--- src/rtl/complex_up_counter_4bit_pkg.sv ---
// Shared definitions for the mode-selectable BCD-range counters (up and down).
package complex_up_counter_4bit_pkg;

    // Terminal-value codes accepted on Mode.
    localparam logic [3:0] MODE_9 = 4'd9;
    localparam logic [3:0] MODE_5 = 4'd5;
    localparam logic [3:0] MODE_1 = 4'd1;

    // Counter control states.
    typedef enum logic [1:0] {
        StIdle = 2'd0,
        StRun  = 2'd1,
        StHold = 2'd2
    } state_e;

    // True for the mode codes that may be loaded into Limit.
    function automatic logic is_valid_mode(input logic [3:0] mode);
        return (mode == MODE_9) || (mode == MODE_5) || (mode == MODE_1);
    endfunction

endpackage

--- src/rtl/complex_up_counter_4bit_if.sv ---
// Control and status bundle of one counter stage.
interface complex_up_counter_4bit_if #(
    parameter int unsigned WIDTH = 4
);
    logic             Enable;
    logic             Clear;
    logic [WIDTH-1:0] Mode;
    logic [WIDTH-1:0] Count;
    logic [WIDTH-1:0] Limit;
    logic             Busy;
    logic             Tc;
    logic             Carry;

    // Controller side: drives Enable/Clear/Mode, observes status.
    modport master (
        output Enable, Clear, Mode,
        input  Count, Limit, Busy, Tc, Carry
    );

    // Counter side.
    modport slave (
        input  Enable, Clear, Mode,
        output Count, Limit, Busy, Tc, Carry
    );
endinterface

--- src/rtl/complex_up_counter_4bit_mode_decode.sv ---
// Decodes the requested Mode into a candidate terminal value and a validity flag.
module up_counter_mode_decode
    import complex_up_counter_4bit_pkg::*;
#(
    parameter int unsigned WIDTH = 4
) (
    input  logic [WIDTH-1:0] mode_i,
    output logic [WIDTH-1:0] limit_o,
    output logic             valid_o
);

    // Only codes that fit in 4 bits can match one of the mode constants.
    assign limit_o = mode_i;
    assign valid_o = (32'(mode_i) < 32'd16) && is_valid_mode(4'(mode_i));

endmodule

--- src/rtl/complex_up_counter_4bit.sv ---
// Programmable up-counter: counts 0..Limit then wraps; Limit re-sampled on wrap/Clear.
module complex_up_counter_4bit
    import complex_up_counter_4bit_pkg::*;
#(
    parameter int unsigned WIDTH       = 4,
    parameter int unsigned RESET_LIMIT = 9
) (
    input  logic                           Clk,
    input  logic                           Reset,
    complex_up_counter_4bit_if.slave       bus
);

    localparam logic [WIDTH-1:0] ResetLimit = WIDTH'(RESET_LIMIT);

    logic [WIDTH-1:0] count_q, count_d;
    logic [WIDTH-1:0] limit_q, limit_d;
    state_e           state_q, state_d;

    logic [WIDTH-1:0] mode_limit;
    logic             mode_valid;
    logic             at_limit;

    up_counter_mode_decode #(
        .WIDTH (WIDTH)
    ) u_mode_decode (
        .mode_i  (bus.Mode),
        .limit_o (mode_limit),
        .valid_o (mode_valid)
    );

    assign at_limit = (count_q == limit_q);

    // Next-state: Clear beats Enable; Limit only reloads on Clear or wrap.
    always_comb begin
        count_d = count_q;
        limit_d = limit_q;
        state_d = state_q;
        if (bus.Clear) begin
            count_d = '0;
            state_d = StIdle;
            if (mode_valid) limit_d = mode_limit;
        end else if (bus.Enable) begin
            state_d = StRun;
            if (at_limit) begin
                count_d = '0;
                if (mode_valid) limit_d = mode_limit;
            end else begin
                count_d = count_q + WIDTH'(1);
            end
        end else if (state_q == StRun) begin
            state_d = StHold;
        end
    end

    // State registers with synchronous reset.
    always_ff @(posedge Clk) begin
        if (Reset) begin
            count_q <= '0;
            limit_q <= ResetLimit;
            state_q <= StIdle;
        end else begin
            count_q <= count_d;
            limit_q <= limit_d;
            state_q <= state_d;
        end
    end

    // Status outputs; Carry flags the cycle before a wrap edge for cascading.
    always_comb begin
        bus.Count = count_q;
        bus.Limit = limit_q;
        bus.Busy  = (state_q != StIdle);
        bus.Tc    = at_limit;
        bus.Carry = at_limit & bus.Enable & ~bus.Clear & ~Reset;
    end

endmodule

--- src/flat_wrapper.sv ---
// flat-port wrapper written by rule: the top's interface ports become plain ports
module complex_up_counter_4bit_flat import complex_up_counter_4bit_pkg::*;
#(
    parameter int unsigned WIDTH       = 4,
    parameter int unsigned RESET_LIMIT = 9
)
  (Clk, Reset, bus_Enable, bus_Clear, bus_Mode, bus_Count, bus_Limit, bus_Busy, bus_Tc, bus_Carry);
  complex_up_counter_4bit_if #(.WIDTH(WIDTH)) bus_i ();
  input  logic Clk;
  input  logic Reset;
  input wire logic [$bits(bus_i.Enable)-1:0] bus_Enable;
  input wire logic [$bits(bus_i.Clear)-1:0] bus_Clear;
  input wire logic [$bits(bus_i.Mode)-1:0] bus_Mode;
  output wire logic [$bits(bus_i.Count)-1:0] bus_Count;
  output wire logic [$bits(bus_i.Limit)-1:0] bus_Limit;
  output wire logic [$bits(bus_i.Busy)-1:0] bus_Busy;
  output wire logic [$bits(bus_i.Tc)-1:0] bus_Tc;
  output wire logic [$bits(bus_i.Carry)-1:0] bus_Carry;
  assign bus_i.Enable = bus_Enable;
  assign bus_i.Clear = bus_Clear;
  assign bus_i.Mode = bus_Mode;
  assign bus_Count = bus_i.Count;
  assign bus_Limit = bus_i.Limit;
  assign bus_Busy = bus_i.Busy;
  assign bus_Tc = bus_i.Tc;
  assign bus_Carry = bus_i.Carry;
  complex_up_counter_4bit #(.WIDTH(WIDTH), .RESET_LIMIT(RESET_LIMIT)) u_core (.Clk(Clk), .Reset(Reset), .bus(bus_i));
endmodule
--- config.mk ---
export PLATFORM = sky130hd
export DESIGN_NAME = complex_up_counter_4bit_flat
export DESIGN_NICKNAME = d
export VERILOG_FILES = /design/src/rtl/complex_up_counter_4bit_pkg.sv /design/src/rtl/complex_up_counter_4bit_if.sv /design/src/rtl/complex_up_counter_4bit_mode_decode.sv /design/src/rtl/complex_up_counter_4bit.sv /design/src/flat_wrapper.sv
export SDC_FILE = /design/constraint.sdc
export NUM_CORES = 1
export LEC_CHECK = 0
export BUFFER_PORTS_ARGS = -buffer_cell sky130_fd_sc_hd__buf_2
export CORE_UTILIZATION = 28
export CTS_CLUSTER_DIAMETER = 60
export DETAILED_ROUTE_END_ITERATION = 6
export HOLD_SLACK_MARGIN = 0.03
export PLACE_DENSITY = 0.57
export SYNTH_ARGS = -nofsm -noshare
export SYNTH_HDL_FRONTEND = slang
export SYNTH_SLANG_ARGS = --single-unit
--- constraint.sdc ---
create_clock -name Clk -period 3.6 [get_ports Clk]
set_input_delay 0.54 -clock Clk [delete_from_list [all_inputs] [get_ports Clk]]
set_output_delay 0.54 -clock Clk [all_outputs]
set_load 0.01 [all_outputs]
==> results of run 1 <==
[stage by stage]
step           utilization  area [µm²]  total power [mW]  hold WS, ns  setup WS, ns
4_1_cts              0.406         647             0.245        0.490          1.49
2_1_floorplan            -         502             0.130        0.444          1.93
6_report             0.406         647             0.241        0.489          1.49
3_5_place_dp         0.383         611             0.141        0.471          1.73
3_3_place_gp         0.383         611             0.140        0.467          1.76
5_1_grt              0.406         647             0.253        0.521          1.41
[worst min-delay path, stage by stage (launching register included)]
cell and delay, ns:
dfxtp_1 0.32, a21oi_1 0.06, nor2_1 0.07
[synth_stat cells]
cell type / instances
dfxtp_1: 10
a21oi_1: 4
nand3_1: 4
nor2_1: 4
xnor2_1: 4
nand2_1: 3
a31o_1: 2
and3_1: 2
nand3b_1: 2
o21ai_0: 2
or3_1: 2
a21oi_2: 1
a2bb2oi_1: 1
a41o_1: 1
a41oi_1: 1
and4_1: 1
buf_6: 1
ha_1: 1
inv_1: 1
inv_2: 1
nand4b_1: 1
nor3b_1: 1
o2111a_1: 1
o2111ai_1: 1
or2_1: 1
or2_2: 1
or4_1: 1
[kinds of logic after synthesis]
kind of cell | count (synthesis)
DFF | 10
AOI/OAI and AO/OA | 14
and+or+nand+nor | 23
buffers and inverters | 3
adders and majority gates | 1
xor gates and xnor gates | 4
[report_power, final]
group / total (mW) / switching [mW] / internal [mW]
logic: 0.0234 / 0.0134 / 0.0100
registers: 0.115 / 0.00206 / 0.113
clock network: 0.102 / 0.0410 / 0.0615
[registers in the layout, summed over array words and instances, names as in the netlist]
register and cells:
u_core.bus.Count 4, u_core.state_q 2, u_core.bus.Limit 4
[layout by cell type, fill, tap and decap left out]
cell type  synthesis  routed
inv_2              1       1
xnor2_1            4       4
clkbuf_8           0       1
o2111ai_1          1       1
nand3b_1           2       2
nand3_1            4       4
nand4b_1           1       1
nand2_1            3       3
buf_2              0      18
a31o_1             2       2
o2111a_1           1       1
nor3b_1            1       1
dfxtp_1           10      10
or3_1              2       2
or2_1              1       1
inv_1              1       1
a21oi_1            4       4
and4_1             1       1
clkbuf_4           0       3
and3_1             2       2
a41o_1             1       1
a41oi_1            1       1
or2_2              1       1
ha_1               1       1
a2bb2oi_1          1       1
o21ai_0            2       2
a21oi_2            1       1
or4_1              1       1
nor2_1             4       4
[how the worst max path moves through the flow]
stage	end	cells past startpoint	slack, ns	startpoint
3_5_place_dp	bus_Carry	4	1.73	bus_Clear
3_3_place_gp	bus_Carry	4	1.76	bus_Clear
2_1_floorplan	bus_Carry	4	1.93	u_core.bus.Count[2]$_SDFFE_PP0P_
6_report	bus_Carry	4	1.49	u_core.bus.Count[2]$_SDFFE_PP0P_
4_1_cts	bus_Carry	4	1.49	u_core.bus.Count[2]$_SDFFE_PP0P_
5_1_grt	bus_Carry	4	1.41	u_core.bus.Count[2]$_SDFFE_PP0P_
[layout make-up]
class                   instances  area, µm²
clock buffers                   4       36.3
fillers                       170        947
inverters                       2       7.51
multi-input cells              42        283
flip-flops and latches         10        200
well taps                      24       30.0
repair buffers                 18       90.1
[layer usage]
layer / vias up / routed length [µm] / GRT usage
met4: 0 / 13 / 0.0545
met1: 207 / 554 / 0.165
li1: 251 / - / -
met2: 9 / 508 / 0.215
met3: 2 / 57 / 0.0653
met5: - / 0 / 0
==> flow_summary.json, run 1 <==
{
  "crit_family": "simple AND/OR/NAND/NOR gates",
  "clock_latency_ns": 0.27,
  "hpwl_um": 804,
  "worstHoldEndpoint": "u_core.state_q[0]$_SDFFE_PP0P_",
  "cpPeakStageDelay_ns": 0.45,
  "skew_ns": 0.00677,
  "instances_no_fill": 100,
  "syn_to_final_growth_pct": 28.9,
  "antenna_found_initial": 0,
  "clkSinkCount": 10,
  "cts_buffers": 3,
  "grt_max_degree": 8,
  "synth_simple_gate_area_frac": 0.262,
  "worst-path-buf-inv": 1,
  "grt_pass1_vias": 449,
  "hold_path_class": "flip-flop to flip-flop",
  "clkTransAtPathRegs_ns": 0.07,
  "syn-num-nets": 64,
  "drive_gt1_frac": 0.329,
  "netlist.area_leader.share": 0.399,
  "dieArea_mm2": 0.00197,
  "cts.hold.buffers_added": 0,
  "hold_viol": 0,
  "avgViaCountPerCell": 4.69,
  "max_clock_freq_mhz": 474,
  "cellLeakagePower_nw": 0.285,
  "ys_seq_area_frac": 0.399,
  "path_class": "flip-flop to output pin",
  "core_mm2": 0.00159,
  "synth_cell_types": 27,
  "r2r-end": "u_core.bus.Limit[0]$_SDFFE_PP1P_",
  "fin_crit_ns": 2.11,
  "synth_top_family_by_area": "simple AND/OR/NAND/NOR gates",
  "yosys_warnings": 0,
  "synth-xor-area-share": 0.0698,
  "finalSetupTns_ns": 0,
  "start_util": 0.315,
  "cellPowerDensity_mw_per_mm2": 372,
  "drc_errors": 0,
  "ctsResizeCount": 0,
  "rsz0062_at_grt": "no",
  "drt_iter0_markers": 6,
  "ys_seq_elements": 10,
  "drt_pre_antenna_iters": 2,
  "ant_nets": 0,
  "critPathRequiredTime_ns": 3.06,
  "rows": 14,
  "gp_congestion": 0.769,
  "max_cap_viol_count": 0,
  "routed-via-count": 469,
  "syn_area_per_cell_um2": 9.12,
  "die_w_um": 44.3,
  "synthAdderAreaFrac": 0.0249,
  "cts_tree": "done",
  "grt_util_all_layers": 0.138,
  "path_max_fanout": 6,
  "die_h_um": 44.3,
  "crit_arrival_ns": 1.57,
  "post_drt_wl_per_cell_um": 11.3,
  "portBuffers": 18,
  "status": "finished clean",
  "yosys.area.top_type": "dfxtp_1",
  "grt_pass1_wl_mm": 1.96,
  "holdCritStartpoint": "u_core.state_q[0]$_SDFFE_PP0P_",
  "synthMuxAreaShare": 0,
  "slew_violations": 0,
  "diodes": 0,
  "path_cells": "xnor2_1 > and4_1 > and3_1 > buf_2",
  "synthCells": 55,
  "num_io_pins": 19,
  "r2r_start": "u_core.bus.Count[2]$_SDFFE_PP0P_",
  "finalCritPeriodShare": 0.586,
  "cts_buffer_depth": 2,
  "worst_pin_slew_ns": 0.382,
  "grt_overflow": 0,
  "root_buffer": "clkbuf_4",
  "startpoint_type": "flip-flop",
  "yosys-top-cells-area": "dfxtp_1 (40%), xnor2_1 (7.0%), a21oi_1 (4.0%), nand3_1 (4.0%), a31o_1 (3.5%)",
  "critical_path.slowest_cell": "dfxtp_1",
  "cts.htree.levels": 1,
  "layout.nets": 86,
  "ir_drop_mv": 0.190,
  "whs_path_depth": 2,
  "setup_viol": 0,
  "end_kind": "output pin",
  "ff2ff_path_depth": 4,
  "dp_cells": 96,
  "slew-limit-headroom": 0.745,
  "drt_wl_total_mm": 1.13,
  "synth_compound_area_frac": 0.207,
  "syn_area_um2": 502,
  "rrSetupSlack_ns": 2.17,
  "postCtsSetupBuffers": 0
}
Power figures use the tool's default switching activity.
==> run 2, diff against run 1 <==
Clock period 3.6 ns to 2 ns, I/O delays scaled along.
==> run 2 against run 1 <==
Sequential power grew 79%. Global-route usage shrank 0.47 points. Cell count grew 1.0%. Final area grew 1.2%. First-iteration DRC count grew 17%.
==> flow_summary.json, run 2 (synthesis gave the netlist of run 1 again) <==
{
  "cellPowerDensity_mw_per_mm2": 670,
  "layout_common_cells": "buf_2 (18), dfxtp_1 (10)",
  "slew-limit-headroom": 0.801,
  "critPathRequiredTime_ns": 1.70,
  "status": "finished clean",
  "postCtsSetupBuffers": 0,
  "crit_arrival_ns": 1.56,
  "crit_family": "simple AND/OR/NAND/NOR gates",
  "finalSetupTns_ns": 0,
  "drive_gt1_frac": 0.338,
  "core_mm2": 0.00159,
  "hpwl_um": 859,
  "avgViaCountPerCell": 4.92,
  "worst-path-buf-inv": 1,
  "worst_pin_slew_ns": 0.295,
  "drc_errors": 0,
  "antenna_found_initial": 0,
  "layout.nets": 87,
  "hold_path_class": "primary input to flip-flop",
  "post_drt_wl_per_cell_um": 11.2,
  "grt_max_degree": 8,
  "instances_no_fill": 101,
  "dieArea_mm2": 0.00197,
  "cts_buffer_depth": 2,
  "critical_path.slowest_cell": "dfxtp_1",
  "ant_nets": 0,
  "max_cap_viol_count": 0,
  "drt_pre_antenna_iters": 4,
  "diodes": 0,
  "drt_iter0_markers": 7,
  "cellLeakagePower_nw": 0.290,
  "fin_crit_ns": 1.86,
  "grt_overflow": 0,
  "slew_violations": 0,
  "cts.hold.buffers_added": 0,
  "clock_latency_ns": 0.27,
  "cts_buffers": 3,
  "rsz0062_at_grt": "no",
  "max_clock_freq_mhz": 536,
  "ir_drop_mv": 0.258,
  "start_util": 0.315,
  "grt_util_all_layers": 0.134,
  "grt_pass1_wl_mm": 1.90,
  "routed-via-count": 497,
  "drt_wl_total_mm": 1.14,
  "grt_pass1_vias": 462,
  "end_kind": "output pin",
  "top_layer": "met3",
  "hold_viol": 0,
  "clkSinkCount": 10,
  "portBuffers": 18,
  "die_w_um": 44.3,
  "ctsResizeCount": 0,
  "finalWorstSetupSlack_ns": 0.136,
  "critical_path_cell_count": 4,
  "root_buffer": "clkbuf_4",
  "rows": 14,
  "path_class": "flip-flop to output pin",
  "skew_ns": 0.00524,
  "clkTransAtPathRegs_ns": 0.08,
  "final_common_cell": "buf_2",
  "finalCritPeriodShare": 0.932,
  "whs_path_depth": 2,
  "wl_met3_um": 43,
  "setup_viol": 0,
  "drt-met1-wl_um": 553,
  "ff2ff_path_depth": 4,
  "num_io_pins": 19,
  "path_cells": "xnor2_1 > and4_1 > and3_1 > buf_2",
  "whs_ns": 0.256,
  "gp_congestion": 0.734,
  "cpPeakStageDelay_ns": 0.44,
  "syn_to_final_growth_pct": 30.4,
  "startpoint_type": "flip-flop",
  "cts_tree": "done",
  "cts.htree.levels": 1,
  "dp_slack_ns": 0.445,
  "dp_cells": 97,
  "wl_met2_um": 539,
  "path_max_fanout": 6,
  "die_h_um": 44.3
}
[run 2: path summary, 6_finish.rpt]
kind                                           end                        startpoint  slack, ns
setup / recovery                         bus_Carry  u_core.bus.Count[2]$_SDFFE_PP0P_       0.14
hold / removal    u_core.bus.Limit[2]$_SDFFE_PP0P_                             Reset       0.26
setup reg to reg  u_core.bus.Limit[0]$_SDFFE_PP1P_  u_core.bus.Count[2]$_SDFFE_PP0P_       0.57
hold reg to reg   u_core.bus.Limit[0]$_SDFFE_PP1P_  u_core.bus.Limit[0]$_SDFFE_PP1P_       0.50
[run 2: area by class of cell]
cell class | count | area [µm²]
Fill cell | 161 | 940
Multi-Input combinational cell | 42 | 283
Sequential cell | 10 | 200
Timing Repair Buffer | 19 | 97.6
Clock buffer | 4 | 36.3
Tap cell | 24 | 30.0
Inverter | 2 | 7.51
[run 2: metrics by stage]
step | power (mW) | cell area, µm² | util
2_1_floorplan | 0.234 | 502 | -
3_3_place_gp | 0.255 | 618 | 0.388
3_5_place_dp | 0.255 | 618 | 0.388
4_1_cts | 0.442 | 654 | 0.411
5_1_grt | 0.459 | 654 | 0.411
6_report | 0.439 | 654 | 0.411
[run 2: power by group]
part	leakage, nW	internal (mW)	switching, mW
Clock	0.0210	0.110	0.0782
Combinational	0.188	0.0194	0.0245
Sequential	0.0811	0.203	0.00352
Total	0.290	0.332	0.106
[run 2: per-layer routing]
metal,track usage,vias up
met1,0.163,234
met2,0.218,12
met5,0,-
met4,0.0545,0
met3,0.0408,0
li1,-,251
[run 2: worst register-to-register path, delay by kind of cell (launching register included)]
family	cells	cell delay, ns
xor gates and xnor gates	1	0.14
and+or+nand+nor	2	0.40
AOI/OAI and AO/OA	1	0.33
DFF	1	0.44
